===== src/rtl/keypad_scanner.sv =====
// Matrix keypad scanner: drives one column at a time, debounces whole scan frames and
// reports press, release, multi-key and optional auto-repeat events with a binary key code.
module keypad_scanner #(
  parameter int N_ROWS       = 4,
  parameter int N_COLS       = 4,
  parameter int SCAN_DIV     = 1000,
  parameter int DEBOUNCE     = 4,
  parameter bit ACTIVE_LOW   = 1'b1,
  parameter bit REPEAT_EN    = 1'b0,
  parameter int REPEAT_DELAY = 32,
  parameter int REPEAT_RATE  = 8,
  localparam int CW = (N_ROWS * N_COLS > 1) ? $clog2(N_ROWS * N_COLS) : 1
) (
  input  logic              clk,
  input  logic              rst,
  input  logic [N_ROWS-1:0] rows,
  output logic [N_COLS-1:0] cols,
  output logic [CW-1:0]     key_code,
  output logic              key_valid,
  output logic              key_release,
  output logic              key_held,
  output logic              key_multi
);

  localparam int DW   = (SCAN_DIV > 1) ? $clog2(SCAN_DIV) : 1;
  localparam int COLW = $clog2(N_COLS);
  localparam int MW   = $clog2(DEBOUNCE + 1);
  localparam int RMAX = (REPEAT_DELAY > REPEAT_RATE) ? REPEAT_DELAY : REPEAT_RATE;
  localparam int RW   = $clog2(RMAX + 1);

  typedef enum logic [1:0] {K_NONE, K_SINGLE, K_MULTI} kind_e;

  typedef struct packed {
    kind_e           kind;
    logic [CW-1:0]   code;
  } result_t;

  logic [N_ROWS-1:0] sync1, sync2, hits;
  logic [DW-1:0]     div;
  logic [COLW-1:0]   col;
  logic              sample, frame_end;

  result_t           acc, merged, cand, cand_d;
  logic [MW-1:0]     match_cnt, match_d;
  logic              same, differs, accept;

  kind_e             col_kind;
  logic [CW-1:0]     col_code;

  kind_e             state, state_d;
  logic [CW-1:0]     code_q, code_d;
  logic              valid_q, valid_d, release_q, release_d;
  logic [RW-1:0]     rpt, rpt_d;
  logic              rpt_phase, rpt_phase_d;

  // Everything downstream of the synchroniser sees a pressed key as 1.
  assign hits      = ACTIVE_LOW ? ~sync2 : sync2;
  assign sample    = (div == DW'(SCAN_DIV - 1));
  assign frame_end = sample && (col == COLW'(N_COLS - 1));

  // NOTE: every variable assigned in always_comb gets a default first so no latch is inferred.
  always_comb begin
    col_kind = K_NONE;
    col_code = '0;
    // Walking rows downwards leaves the lowest pressed row's code behind.
    for (int r = N_ROWS - 1; r >= 0; r--) begin
      if (hits[r]) begin
        col_kind = (col_kind == K_NONE) ? K_SINGLE : K_MULTI;
        col_code = CW'(r * N_COLS) + CW'(col);
      end
    end

    merged = acc;
    if (col_kind != K_NONE) begin
      if (acc.kind == K_NONE) begin
        merged.kind = col_kind;
        merged.code = col_code;
      end else begin
        merged.kind = K_MULTI;
        if (col_code < acc.code) merged.code = col_code;
      end
    end
  end

  // A MULTI result matches any other MULTI; the tracked lowest code is informational only.
  always_comb begin
    same    = (merged.kind == cand.kind) &&
              ((merged.kind != K_SINGLE) || (merged.code == cand.code));
    cand_d  = merged;
    match_d = same ? ((match_cnt == MW'(DEBOUNCE)) ? match_cnt : match_cnt + MW'(1))
                   : MW'(1);
    differs = (cand_d.kind != state) ||
              ((cand_d.kind == K_SINGLE) && (cand_d.code != code_q));
    accept  = frame_end && (match_d == MW'(DEBOUNCE)) && differs;
  end

  // NOTE: sequential state is written with non-blocking assignments only.
  always_ff @(posedge clk) begin
    if (rst) begin
      sync1     <= {N_ROWS{ACTIVE_LOW}};
      sync2     <= {N_ROWS{ACTIVE_LOW}};
      div       <= '0;
      col       <= '0;
      acc       <= '0;
      cand      <= '0;
      match_cnt <= '0;
    end else begin
      sync1 <= rows;
      sync2 <= sync1;
      if (sample) begin
        div <= '0;
        col <= (col == COLW'(N_COLS - 1)) ? '0 : col + COLW'(1);
        acc <= frame_end ? '0 : merged;
      end else begin
        div <= div + DW'(1);
      end
      if (frame_end) begin
        cand      <= cand_d;
        match_cnt <= match_d;
      end
    end
  end

  always_comb begin
    state_d     = state;
    code_d      = code_q;
    valid_d     = 1'b0;
    release_d   = 1'b0;
    rpt_d       = rpt;
    rpt_phase_d = rpt_phase;
    if (accept) begin
      state_d   = cand_d.kind;
      release_d = (state == K_SINGLE);
      if (cand_d.kind == K_SINGLE) begin
        code_d      = cand_d.code;
        valid_d     = 1'b1;
        rpt_d       = '0;
        rpt_phase_d = 1'b0;
      end
    end else if (REPEAT_EN && frame_end && (state == K_SINGLE)) begin
      // rpt counts frames since entry until the first repeat, then frames since the last one.
      rpt_d = rpt + RW'(1);
      if ((!rpt_phase && (rpt_d == RW'(REPEAT_DELAY))) ||
          ( rpt_phase && (rpt_d == RW'(REPEAT_RATE)))) begin
        valid_d     = 1'b1;
        rpt_d       = '0;
        rpt_phase_d = 1'b1;
      end
    end
  end

  always_ff @(posedge clk) begin
    if (rst) begin
      state     <= K_NONE;
      code_q    <= '0;
      valid_q   <= 1'b0;
      release_q <= 1'b0;
      rpt       <= '0;
      rpt_phase <= 1'b0;
    end else begin
      state     <= state_d;
      code_q    <= code_d;
      valid_q   <= valid_d;
      release_q <= release_d;
      rpt       <= rpt_d;
      rpt_phase <= rpt_phase_d;
    end
  end

  logic [N_COLS-1:0] col_onehot;
  assign col_onehot  = {{(N_COLS-1){1'b0}}, 1'b1} << col;
  assign cols        = ACTIVE_LOW ? ~col_onehot : col_onehot;
  assign key_code    = code_q;
  assign key_valid   = valid_q;
  assign key_release = release_q;
  assign key_held    = (state == K_SINGLE);
  assign key_multi   = (state == K_MULTI);

endmodule


===== config.mk =====
export PLATFORM = sky130hd
export DESIGN_NAME = keypad_scanner
export DESIGN_NICKNAME = d
export VERILOG_FILES = /design/src/rtl/keypad_scanner.sv
export SDC_FILE = /design/constraint.sdc
export NUM_CORES = 1
export LEC_CHECK = 0
export ABC_CLOCK_PERIOD_IN_PS = 4000
export BUFFER_PORTS_ARGS = -buffer_cell sky130_fd_sc_hd__buf_2
export CAP_MARGIN = 0
export CORE_MARGIN = 10
export CORE_UTILIZATION = 30
export DETAILED_ROUTE_END_ITERATION = 8
export GPL_ROUTABILITY_DRIVEN = 0
export PLACE_DENSITY = 0.42
export SYNTH_ARGS = -nofsm -noshare
export SYNTH_HDL_FRONTEND = slang
export SYNTH_SLANG_ARGS = --single-unit

===== constraint.sdc =====
create_clock -name clk -period 4 [get_ports clk]
set_input_delay 0.4 -clock clk [delete_from_list [all_inputs] [get_ports clk]]
set_output_delay 0.4 -clock clk [all_outputs]
set_load 0.005 [all_outputs]

# Yosys cells after proc, flatten, opt, wreduce, memory -nomap -nowiden
# Index checks and enable logic that the tools add are counted.
dict set report word_totals {
  ff_bits 43
  input_bits 6
  output_inout_bits 12
}
dict set report op_classes {
  n_addsub 6
  n_lt_le_gt_ge 1
  n_eq_ne 12
  shift 1
  n_mux 19
  n_bitwise 3
  n_reduce_logical 15
}
# cell n
set op_table {}
lappend op_table {{two-way mux 4 bit} 5}
lappend op_table {{two-way mux 6 bit} 3}
lappend op_table {{two-way mux 2 bit} 7}
lappend op_table {{adder 10 x 1 -> 10 bit, second input constant} 1}
lappend op_table {{== test 10 bit, second input constant} 1}
lappend op_table {{logical NOT 2 bit} 4}
lappend op_table {{NOT 4 bit} 2}
lappend op_table {{== test 3 bit, second input constant} 2}
lappend op_table {{two-way mux 3 bit} 2}
lappend op_table {{logical AND 1 bit} 5}
lappend op_table {{adder 3 x 2 -> 4 bit, first input constant} 1}
lappend op_table {{adder 3 x 3 -> 4 bit, first input constant} 1}
lappend op_table {{adder 4 x 2 -> 4 bit, first input constant} 1}
lappend op_table {{== test 2 x 1 -> 1 bit, second input constant} 2}
lappend op_table {{== test 2 bit, second input constant} 2}
lappend op_table {{== test 4 bit} 1}
lappend op_table {{less-than comparator 4 bit} 1}
lappend op_table {{!= test 4 bit} 1}
lappend op_table {{OR reduction 2 bit} 2}
lappend op_table {{left shift 1 x 2 -> 4 bit, first input constant} 1}
lappend op_table {{adder 3 x 1 -> 3 bit, second input constant} 1}
lappend op_table {{adder 2 x 1 -> 2 bit, second input constant} 1}
lappend op_table {{== test 2 bit} 1}
lappend op_table {{logical OR 1 bit} 2}
lappend op_table {{6 further kinds} 7}

# Logic depth before layout (Yosys ltp)
# Gate-level depths: netlist of the first run.
dict set report depth {
  ltp_word 22
  depth_mapped 13
  ltp_nobuf 13
}

# Least setup slack after synthesis of the first run
# OpenSTA, ideal clock, no wires.
dict set report synth_path {
  kind {register to register}
  startpoint {register sync2[2]}
  endpoint {register code_q[3], in the netlist key_code[3]}
  setup_time_ns 0.133
  arrival_time_ns 2.962
  path_slack_ns 0.905
  stages_incl_launch_ff 12
  path_buffers 0
  path_cell_list {dfxtp_1 ha_1 and3b_1 ha_1 a21oi_1 o21ai_1 o21bai_1 a21oi_1 xnor2_1 or4_4 o31ai_1 a21oi_1}
}
dict set report synth_via {
  elab_chain_len 18
  elab_cells_between_ends 31
}
# element line_no
set synth_rtl {}
lappend synth_rtl {{from (decl)} 38} ;# logic [N_ROWS-1:0] sync1, sync2, hits;
lappend synth_rtl {{from (signal assigned)} 101} ;# sync2 <= {N_ROWS{ACTIVE_LOW}};
lappend synth_rtl {{from (signal assigned)} 109} ;# sync2 <= sync1;
lappend synth_rtl {{NOT 4 bit (*)} 57} ;# assign hits = ACTIVE_LOW ? ~sync2 : sync2;
lappend synth_rtl {{parallel branches: the longest is 8 deep, another holds less-than comparator 4 bit} -}
lappend synth_rtl {{two-way mux 6 bit (*)} 74} ;# if (col_kind != K_NONE) begin
lappend synth_rtl {{== test 4 bit or != test 2 x 1 -> 1 bit (tied branches)} 88} ;# ((merged.kind != K_SINGLE) || (merged.code == cand.code));
lappend synth_rtl {{logical OR 1 bit} 88}
lappend synth_rtl {{logical AND 1 bit} 87} ;# same = (merged.kind == cand.kind) &&
lappend synth_rtl {{two-way mux 3 bit} 90} ;# match_d = same ? ((match_cnt == MW'(DEBOUNCE)) ? match_cnt : match_cnt + MW'(1))
lappend synth_rtl {{== test 3 bit} 94} ;# accept = frame_end && (match_d == MW'(DEBOUNCE)) && differs;
lappend synth_rtl {{logical AND 1 bit (2 in series)} 94}
lappend synth_rtl {{AND reduction 2 bit (no source line)} -}
lappend synth_rtl {{to (signal assigned)} 162} ;# code_q <= code_d;
lappend synth_rtl {{to (decl)} 51} ;# logic [CW-1:0] code_q, code_d;
# Mark *: on every way between the ends.
# A chain may end at the register's enable or synchronous reset.

# Worst setup path after layout of the first run
dict set report layout_path {
  startpoint {register sync2[0]}
  endpoint {register code_q[3], in the netlist key_code[3]}
}
dict set report layout_via {
  elab_chain_len 14
  elab_cells_between_ends 23
}
# element line_no
set layout_rtl {}
lappend layout_rtl {{NOT 4 bit (*)} 57}
lappend layout_rtl {{two-way mux 4 bit} 67} ;# if (hits[r]) begin
lappend layout_rtl {{less-than comparator 4 bit} 80} ;# if (col_code < acc.code) merged.code = col_code;
lappend layout_rtl {{two-way mux 4 bit} 80}
lappend layout_rtl {{two-way mux 6 bit} 75} ;# if (acc.kind == K_NONE) begin
lappend layout_rtl {{two-way mux 6 bit (*)} 74}
lappend layout_rtl {{== test 4 bit} 88}
lappend layout_rtl {{logical OR 1 bit} 88}
lappend layout_rtl {{logical AND 1 bit} 87}
lappend layout_rtl {{two-way mux 3 bit} 90}
lappend layout_rtl {{== test 3 bit} 94}
lappend layout_rtl {{logical AND 1 bit (2 in series)} 94}
lappend layout_rtl {{AND reduction 2 bit (no source line)} -}
# Every way passes the cells marked *; elsewhere a longest branch is shown, timed or not.

==> run summary, run 1 <==
Outcome - finished clean
Via count - 1960
Register area - 861 um^2
Initial antenna violation count - 0
Vias in the first global route - 1941
Flop pwr share - 54.9%
Postcts setup bufs - 0
Die X - 109 um
Max-Cap Viols - 0
Syn. warnings - 0
Crit end category - flip-flop
Crit. Startpoint - sync2[0]$_SDFF_PP1_
Core Footprint - 7730 um^2
Comb power frac - 11.3%
WHS - 0.282 ns
RSZ-0062 raised after global routing - no
Drt drc - 0
H-tree Lvls - 2
First-pass GRT wire length - 9510 um
Int Pwr - 0.591 mW
Core Rows - 32
Worst skew pair latency - 0.29 ns
Via/cell ratio - 5.01
CTS tree - done
Hold buffer count at cts - 0
Port bufs - 17
DR WL/cell - 14.4 um
Minimum clock period - 3.54 ns
Clk sink count - 43
Switch Pwr - 0.210 mW
Pre-antenna DRT Iters - 4
Final WL - 5630 um
Post-Syn Nets - 290
Root Driver - clkbuf_8
FF+latch count, synth - 43
GRT Util Overall - 9.87%
Maximum VDD drop - 86.2 uV
Setup Viol. Count Final - 0
CP max stage delay - 0.58 ns
Nets - 308
Grt ovf - 0
Main synth FF type - dfxtp_1
Worst clock skew - 0.0113 ns
Yosys top cell area share - 36.1%
Reg clk slew, reported paths - 0.08 ns
Max-slew violations - 0
Top cells by area, synth - dfxtp_1, ha_1, nor2_1, xnor2_1, a21oi_1
Share of layout cells above drive strength 1 - 15.2%
IO Pins - 18
Cells after Synth - 270
DIE AREA - 11900 um^2
Worst r2r src - sync2[0]$_SDFF_PP1_
Mean Syn Cell Area - 8.84 um^2
Most frequent cell after synthesis - dfxtp_1
Slew HR - 53.7%
Largest net degree at the start of global routing - 35
Crit-path slowest cell - or4_4
Post-cts resize count - 0
Max FO, Critical Path - 11
Clock network power share - 33.7%
Initial Util - 30.9%
CP Launch Type - flip-flop
Data required, critical path - 4.16 ns
Mapped cell area - 2390 um^2
Hold Path Class - primary input to flip-flop
TritonCTS buffer count - 5
Worst path arrival time - 3.69 ns
Period utilization - 88.4%
Switching Fraction - 26.2%
Largest area contributor in the netlist - dfxtp_1
Leak Pwr - 0.993 nW
Final Hold Fails - 0
Register area share after synthesis - 36.1%
DRT iter0 DRCs - 86
Distinct cells, synth - 60
Maximum clock insertion buffer count - 2
EDFF count, synth - 0
Core Util, Final - 34.4%
Final HPWL DP - 4270 um
Setup TNS - 0 ns
Power per standard cell area - 301 nW/um^2
Worst Tran Pin Value - 0.692 ns
Worst hold start - rows[0]
Area grow syn2layout - 11.5%
Fmax - 0.283 GHz
Ant diodes - 0
Height of the die - 109 um
Final ANT Viol Nets - 0
Footprint of the multi-input gates - 1420 um^2
Number of fill cells - 808
Post-synth ARST share - 0%
Crit-path cells - nand4_4 -> and2_1 -> ha_1 -> nor2b_1 -> a311oi_1 -> nor2_1 -> a211oi_4 -> xnor2_1 -> or4_4 -> o31ai_1 -> a21oi_1
Most frequent cells after synthesis - dfxtp_1, nor2_1, inv_1, nand2_1, a21oi_1
Critical path class - flip-flop to flip-flop
[final timing paths]
check / end / slack [ns] / cells past startpoint
max: key_code[3]$_SDFFE_PP0P_ / 0.46 / 11
max reg2reg: key_code[3]$_SDFFE_PP0P_ / 0.46 / 11
min: sync1[0]$_SDFF_PP1_ / 0.28 / 2
min reg2reg: sync2[2]$_SDFF_PP1_ / 0.42 / 1
[per-layer routing]
metal | up-vias | routed length, um | global-route usage, %
met5 | - | 0 | 0
met4 | 0 | 54 | 2.51
met3 | 4 | 149 | 2.36
met2 | 25 | 2530 | 15.6
met1 | 921 | 2890 | 13.2
li1 | 1010 | - | -
[state kept, by name (all words and copies together), names as in the netlist]
signal,cells
sync2,4
key_code,4
key_release,1
match_cnt,3
acc,6
state,2
cand,6
key_valid,1
col,2
div,10
sync1,4
[metrics by stage]
step	cell area, um^2	total power, mW	worst slack [ns]	cells
floorplan	2390	0.518	0.905	270
global placement	2580	0.543	0.510	383
finish	2660	0.802	0.464	391
global route	2660	0.842	0.156	391
CTS	2660	0.818	0.458	391
detailed placement	2580	0.541	0.531	383
[layout make-up]
cell class / instances / area share [%]
multi-input cells: 201 / 53.5
flip-flops and latches: 43 / 32.3
well taps: 102 / 4.80
repair buffers: 19 / 3.76
clock buffers: 7 / 2.87
inverters: 18 / 2.54
clock inverters: 1 / 0.188
[cells by family (layout without fill, tap and decap cells)]
group	Yosys count	after routing	share of synthesized area, %
simple gates	109	109	25.5
compound gates	58	58	19.3
flops	43	43	36.1
buf+inv	26	45	4.30
xor+xnor	18	18	6.60
fa+ha+maj	14	14	7.34
mux	2	2	0.839
[critical path, delay by kind of cell, from the launching register on]
kind / cells / cell delay [ns]
and+or+nand+nor: 5 / 1.29
AOI/OAI and AO/OA: 4 / 1.01
DFF: 1 / 0.57
adders and majority gates: 1 / 0.34
xor gates and xnor gates: 1 / 0.20
[cell usage in the layout (no fill, tap or decap), types with 3 or more instances in the layout]
cell	n
or2_2	8
xnor2_1	12
nor2b_1	4
buf_2	17
dfxtp_1	43
xor2_1	6
nand4_1	5
nand2_1	17
a311oi_1	4
a21oi_1	15
a22oi_1	3
a31oi_1	4
nand3_1	7
and3_1	6
inv_1	17
nor3_1	6
clkbuf_8	5
a211oi_1	6
nor4_1	6
ha_1	14
o211ai_1	3
nor2_1	29
o21ai_0	3
and2_1	4
[power by group through the flow]
stage                     logic, mW  registers (mW)  clock network, mW
after floorplan              0.0709           0.448                  0
after global placement       0.0922           0.451                  0
after detailed placement     0.0904           0.451                  0
after CTS                    0.0911           0.441              0.286
after global routing          0.102           0.442              0.298
final                        0.0907           0.441              0.271
Power figures use the tool's default switching activity.
==> run 2: changes to the inputs <==
--- a/config.mk
+++ b/config.mk
@@ -7,2 +7,3 @@
 export LEC_CHECK = 0
+export ABC_AREA = 1
 export ABC_CLOCK_PERIOD_IN_PS = 4000
==> constraint.sdc (replaced) <==
create_clock -name clk -period 4 [get_ports clk]
set_input_delay 1.2 -clock clk [delete_from_list [all_inputs] [get_ports clk]]
set_output_delay 1.2 -clock clk [all_outputs]
set_load 0.005 [all_outputs]
==> run 2 against run 1 <==
Against the previous run:
- power grew 1.8%
- non-clock buffer count shrank 1
- register-to-register slack gained 0.41 ns
- clock power grew 4%
- cell count grew 14%
- fmax grew 13%
- clock skew shrank 0.0036 ns
- setup slack gained 0.41 ns
- synthesized cell count grew 20%
- critical path depth grew 3
- count of clock-buffer cells in the layout shrank 1
- final area shrank 2.3%
- critical path type unchanged
- largest power group unchanged
- highest routed layer unchanged
==> run summary, run 2 <==
Outcome - finished clean
First-pass GRT wire length - 9110 um (-4.1%)
Max-slew violations - 0 (unchanged)
FF+latch count, synth - 43 (unchanged)
Most frequent cells after synthesis - inv_1, nand2_1, dfxtp_1
Wl on met1 - 2720 um (-6.0%)
Postcts setup bufs - 0 (unchanged)
Setup Viol. Count Final - 0 (unchanged)
DIE AREA - 11700 um^2 (-1.9%)
Maximum VDD drop - 122 uV (+42%)
Setup TNS - 0 ns (unchanged)
Share of layout cells above drive strength 1 - 14.5% (-0.73 points)
Largest area contributor in the netlist - dfxtp_1
Grt ovf - 0 (unchanged)
Worst Tran Pin Value - 0.581 ns (-0.112 ns)
Fmax - 0.319 GHz (+13%)
Worst clock skew - 0.00763 ns (-0.00365 ns)
EDFF count, synth - 0 (unchanged)
Largest net degree at the start of global routing - 18 (-49%)
Max FO, Critical Path - 11 (unchanged)
Crit end category - flip-flop
WHS - 0.409 ns (+0.127 ns)
Main synth FF type - dfxtp_1
H-tree Lvls - 2 (unchanged)
Initial antenna violation count - 0 (unchanged)
Core Rows - 32 (unchanged)
Mapped cell area - 2330 um^2 (-2.3%)
Met3 WL - 187 um (+26%)
IO Pins - 18 (unchanged)
Dpl cells - 439 (+15%)
Commonest non-fill, non-tap cells in the layout - inv_1, nand2_1, dfxtp_1
Hold buffer count at cts - 0 (unchanged)
DR WL/cell - 11.8 um (-18%)
Initial Util - 30.5% (-0.40 points)
Max reg flops - 10 (unchanged)
Clk sink count - 43 (unchanged)
RSZ-0062 raised after global routing - no
Period utilization - 78.3% (-10 points)
Vias in the first global route - 1976 (+1.8%)
Registers with the most flip-flops - div: 10 flops, acc: 6 flops, cand: 6 flops
Nets - 364 (+18%)
Final HPWL DP - 4150 um (-2.8%)
Largest reg by FF count - div
Hold Path Class - flip-flop to flip-flop
Syn. warnings - 0 (unchanged)
Final instance area - 2600 um^2 (-2.3%)
Pre-antenna DRT Iters - 4 (unchanged)
CTS tree - done
Post-route insts no fill - 447 (+14%)
Most frequent cell after synthesis - inv_1
Critical path class - flip-flop to flip-flop
Post-synth ARST share - 0% (unchanged)
Worst path arrival time - 3.33 ns (-0.36 ns)
Port bufs - 17 (unchanged)
Power, Total - 0.816 mW (+1.8%)
GRT Util Overall - 9.61% (-0.26 points)
Power per standard cell area - 314 nW/um^2 (+4.1%)
Data required, critical path - 4.20 ns (+0.04 ns)
Worst skew pair latency - 0.30 ns (about the same)
Final Hold Fails - 0 (unchanged)
Yosys top cell area share - 36.9% (+0.85 points)
Via count - 1982 (+1.1%)
Highest Signal Layer - met4
TritonCTS buffer count - 5 (unchanged)
Register area share after synthesis - 36.9% (+0.85 points)
Top cells by area, synth - dfxtp_1, inv_1, nand2_1, ha_1, nor2_1
DRT iter0 DRCs - 108 (+26%)
Distinct cells, synth - 29 (-52%)
Root Driver - clkbuf_8
Core Footprint - 7650 um^2 (-1.0%)
Minimum clock period - 3.13 ns (-0.406 ns)
Via/cell ratio - 4.43 (-12%)
Final WL - 5290 um (-6.0%)
Leak Pwr - 1.22 nW (+23%)
Final ANT Viol Nets - 0 (unchanged)
Cells after Synth - 324 (+20%)
Reg clk slew, reported paths - 0.09 ns (about the same)
Mean Syn Cell Area - 7.20 um^2 (-19%)
CP Launch Type - flip-flop
Die X - 108 um (-0.95%)
Metal2 WL - 2310 um (-8.6%)
Height of the die - 108 um (-0.95%)
Max-Cap Viols - 0 (unchanged)
Maximum clock insertion buffer count - 2 (unchanged)
Post-cts resize count - 0 (unchanged)
Dpl cell area - 2520 um^2 (-2.5%)
Drt drc - 0 (unchanged)
Ant diodes - 0 (unchanged)
Post-Syn Nets - 344 (+19%)
Most common cell after layout, fill and taps aside - inv_1
Slew HR - 61.2% (+7.5 points)
Area grow syn2layout - 11.5% (about the same)
[run 2: area by class of cell]
cell class                      instances  area (um^2)
Multi-Input combinational cell        217         1210
Timing Repair Buffer                   18         92.6
Sequential cell                        43          861
Clock buffer                            6         72.6
Fill cell                             860         5050
Inverter                               59          221
Clock inverter                          2         12.5
Tap cell                              102          128
[run 2: cells by family after synthesis]
logic type,Yosys count,synth area share (%)
AOI/OAI and AO/OA,45,10.9
xor gates and xnor gates,8,3.00
adders and majority gates,14,7.51
buffers and inverters,64,11.1
DFF,43,36.9
muxes,1,0.429
and+or+nand+nor,149,30.2
[run 2: where the power goes]
group,leakage [nW],switching [mW],internal [mW]
clock network,0.0412,0.158,0.122
registers,0.349,0.00386,0.434
logic,0.830,0.0655,0.0324
total,1.22,0.228,0.589
[run 2: routing by layer]
metal / track usage, % / vias to the layer above
li1: - / 1061
met1: 12.3 / 885
met2: 15.3 / 28
met3: 2.32 / 8
met4: 3.44 / 0
met5: 0 / -
[run 2: metrics by stage]
stage	setup WS [ns]	util, %
after floorplan	1.54	-
after detailed placement	0.880	32.9
after global routing	0.501	34.0
after CTS	0.850	34.0
after global placement	0.978	32.9
final	0.870	34.0
[run 2: worst paths after layout]
check        depth (start not counted)                        to           startpoint  slack (ns)
max reg2reg                         14  key_code[3]$_SDFFE_PP0P_  sync2[2]$_SDFF_PP1_        0.87
min                                  1       sync2[2]$_SDFF_PP1_  sync1[2]$_SDFF_PP1_        0.41
max                                 14  key_code[3]$_SDFFE_PP0P_  sync2[2]$_SDFF_PP1_        0.87
min reg2reg                          1       sync2[2]$_SDFF_PP1_  sync1[2]$_SDFF_PP1_        0.41
[run 2: worst max-delay path: stages, from the launching register on]
cell	delay, ns
dfxtp_1	0.39
inv_1	0.06
ha_1	0.30
inv_1	0.07
nand4_1	0.44
o21ai_2	0.45
inv_1	0.14
nor2_1	0.36
nand2_1	0.12
nand2_1	0.09
nand2_2	0.08
nor2_4	0.19
nand2_2	0.13
nor2_1	0.15
nor2_1	0.06
==> run 3: changes to the inputs <==
- ABC_CLOCK_PERIOD_IN_PS: 4000 -> 2700
- PLACE_DENSITY: 0.42 -> 0.43
- clock period: 4 -> 2.7 ns (I/O delays scaled with it)
==> run 3 against run 2 <==
Against the previous run:
- first-iteration DRC count is 24% lower
- sequential power is 48% higher
- final area is 17% higher
- cell count is 5.4% higher
- clock skew is 0.0013 ns lower
- setup slack worse by 0.79 ns
- fmax is 19% higher
- global-route usage is 0.65 points higher
- critical path type unchanged
- critical endpoint is now key_code[1]$_SDFFE_PP0P_
==> run summary, run 3 (synthesis results as in run 2) <==
Outcome - finished clean
Comb power frac - 17.4% (+5.4 points)
Vias in the first global route - 1974 (-0.10%)
Dpl cells - 449 (+2.3%)
CP Launch Type - flip-flop
Data required, critical path - 2.94 ns (-1.26 ns)
Port bufs - 17 (unchanged)
Registers with the most flip-flops - div: 10 flops, acc: 6 flops, cand: 6 flops
H-tree Lvls - 2 (unchanged)
Core Util, Final - 39.8% (+5.8 points)
Grt ovf - 0 (unchanged)
Via count - 2092 (+5.5%)
Worst clock skew - 0.00636 ns (-0.00127 ns)
Pre-antenna DRT Iters - 4 (unchanged)
Final WL - 5910 um (+12%)
Max reg flops - 10 (unchanged)
Met3 WL - 203 um (+8.6%)
Root Driver - clkbuf_8
Switching Fraction - 29.2% (+1.3 points)
Setup Viol. Count Final - 0 (unchanged)
Period utilization - 97.1% (+19 points)
Die X - 108 um (unchanged)
Nets - 388 (+6.6%)
CTS tree - done
Max-Cap Viols - 0 (unchanged)
Metal2 WL - 2700 um (+17%)
Final ANT Viol Nets - 0 (unchanged)
Maximum VDD drop - 211 uV (+73%)
Core Footprint - 7650 um^2 (unchanged)
Share of layout cells above drive strength 1 - 31.4% (+17 points)
Max-slew violations - 0 (unchanged)
Critical path class - flip-flop to flip-flop
RSZ-0062 raised after global routing - yes
Reg clk slew, reported paths - 0.09 ns (about the same)
Worst skew pair latency - 0.29 ns (about the same)
Ant diodes - 0 (unchanged)
Initial antenna violation count - 0 (unchanged)
Power per standard cell area - 425 nW/um^2 (+36%)
DR WL/cell - 12.5 um (+6.0%)
Largest net degree at the start of global routing - 14 (-4)
Leak Pwr - 1.39 nW (+14%)
Commonest non-fill, non-tap cells in the layout - inv_1, nand2_1, dfxtp_1
WHS - 0.412 ns (+0.00339 ns)
Initial Util - 30.5% (unchanged)
GRT Util Overall - 10.3% (+0.65 points)
DRT iter0 DRCs - 82 (-24%)
First-pass GRT wire length - 9630 um (+5.7%)
R2R Setup Slk - 0.08 ns (-0.79 ns)
Final HPWL DP - 4340 um (+4.6%)
Fmax - 0.381 GHz (+19%)
Most common cell after layout, fill and taps aside - inv_1
Hold Path Class - flip-flop to flip-flop
Minimum clock period - 2.62 ns (-0.508 ns)
Drt drc - 0 (unchanged)
Dpl ws - -0.187 ns (-1.07 ns)
Via/cell ratio - 4.44 (+0.17%)
Height of the die - 108 um (unchanged)
Int Pwr - 0.917 mW (+56%)
Area grow syn2layout - 30.4%
Final WS setup - 0.0778 ns (-0.792 ns)
Clock network power share - 32.4% (-2.0 points)
Maximum clock insertion buffer count - 2 (unchanged)
Number of fill cells - 799 (-7.1%)
Switch Pwr - 0.378 mW (+66%)
Slew HR - 66.7% (+5.5 points)
Core Rows - 32 (unchanged)
Highest Signal Layer - met4
DIE AREA - 11700 um^2 (unchanged)
Largest reg by FF count - div
TritonCTS buffer count - 5 (unchanged)
Max FO, Critical Path - 7 (-4)
Final Hold Fails - 0 (unchanged)
Worst Tran Pin Value - 0.494 ns (-0.0862 ns)
Hold buffer count at cts - 0 (unchanged)
Flop pwr share - 50.2% (-3.4 points)
Crit end category - flip-flop
Worst path arrival time - 2.86 ns (-0.47 ns)
IO Pins - 18 (unchanged)
Wl on met1 - 2950 um (+8.3%)
Post-route insts no fill - 471 (+5.4%)
Clk sink count - 43 (unchanged)
run 3: cell count changes in the layout (fill, tap and decap cells not counted), sizes merged:
cell,before,now
buf,18,42
run 3: worst max-delay path: stages, from the launching register on:
cell     delay, ns
dfxtp_2       0.35
inv_2         0.05
ha_4          0.16
o21ai_4       0.16
inv_2         0.07
ha_4          0.26
nand2_2       0.05
inv_2         0.05
nand2_2       0.05
nand2_4       0.09
nand2_8       0.09
nand2_8       0.14
nand2_2       0.07
nand3_1       0.06
nand2_1       0.05
nor2_1        0.09
nand2_1       0.08
nand2_2       0.09
nand4_4       0.11
nor2_4        0.18
nand2_4       0.10
nand2_2       0.08
nand2_2       0.04
nor2_1        0.09
run 3: cell type report:
type | instances | area, um^2 | share of cell area (%)
sequential | 43 | 868 | 28.5
tap | 102 | 128 | 4.20
clock buffer | 6 | 72.6 | 2.39
multi-input combinational | 217 | 1460 | 48.1
timing repair buffer | 42 | 277 | 9.09
clock inverter | 2 | 12.5 | 0.411
inverter | 59 | 221 | 7.28
run 3: power by group through the flow:
stage / Combinational (mW) / Sequential, mW / Clock (mW)
final: 0.225 / 0.650 / 0.419
after global routing: 0.249 / 0.652 / 0.463
after CTS: 0.172 / 0.649 / 0.444
after detailed placement: 0.162 / 0.664 / 0
after global placement: 0.162 / 0.663 / 0
after floorplan: 0.120 / 0.662 / 0
run 3: metal layers:
layer	up-vias	global-route usage, %
met1	953	13.5
met2	25	16.4
met4	0	2.86
met3	4	2.32
met5	-	0
li1	1110	-
run 3: worst paths after layout:
kind | startpoint | end | cells after the start
worst min register to register | sync1[1]$_SDFF_PP1_ | sync2[1]$_SDFF_PP1_ | 1
worst max-delay path | sync2[3]$_SDFF_PP1_ | key_code[1]$_SDFFE_PP0P_ | 23
worst max register to register | sync2[3]$_SDFF_PP1_ | key_code[1]$_SDFFE_PP0P_ | 23
worst min-delay path | sync1[1]$_SDFF_PP1_ | sync2[1]$_SDFF_PP1_ | 1
run 3: through the flow:
step | area [um^2] | power, mW | TNS, ns
2_1_floorplan | 2330 | 0.783 | 0
3_3_place_gp | 2590 | 0.825 | -0.853
3_5_place_dp | 2590 | 0.826 | -1.32
4_1_cts | 2740 | 1.27 | 0
5_1_grt | 3040 | 1.36 | -0.955
6_report | 3040 | 1.29 | 0
run 3: timing repair:
action                                 in CTS  in global routing
endpoints found under the hold margin       0                  0
resized for setup                           6                 60
pin swaps                                   1                 27
setup endpoints to repair                  10                 11
buffers inserted                            6                  8
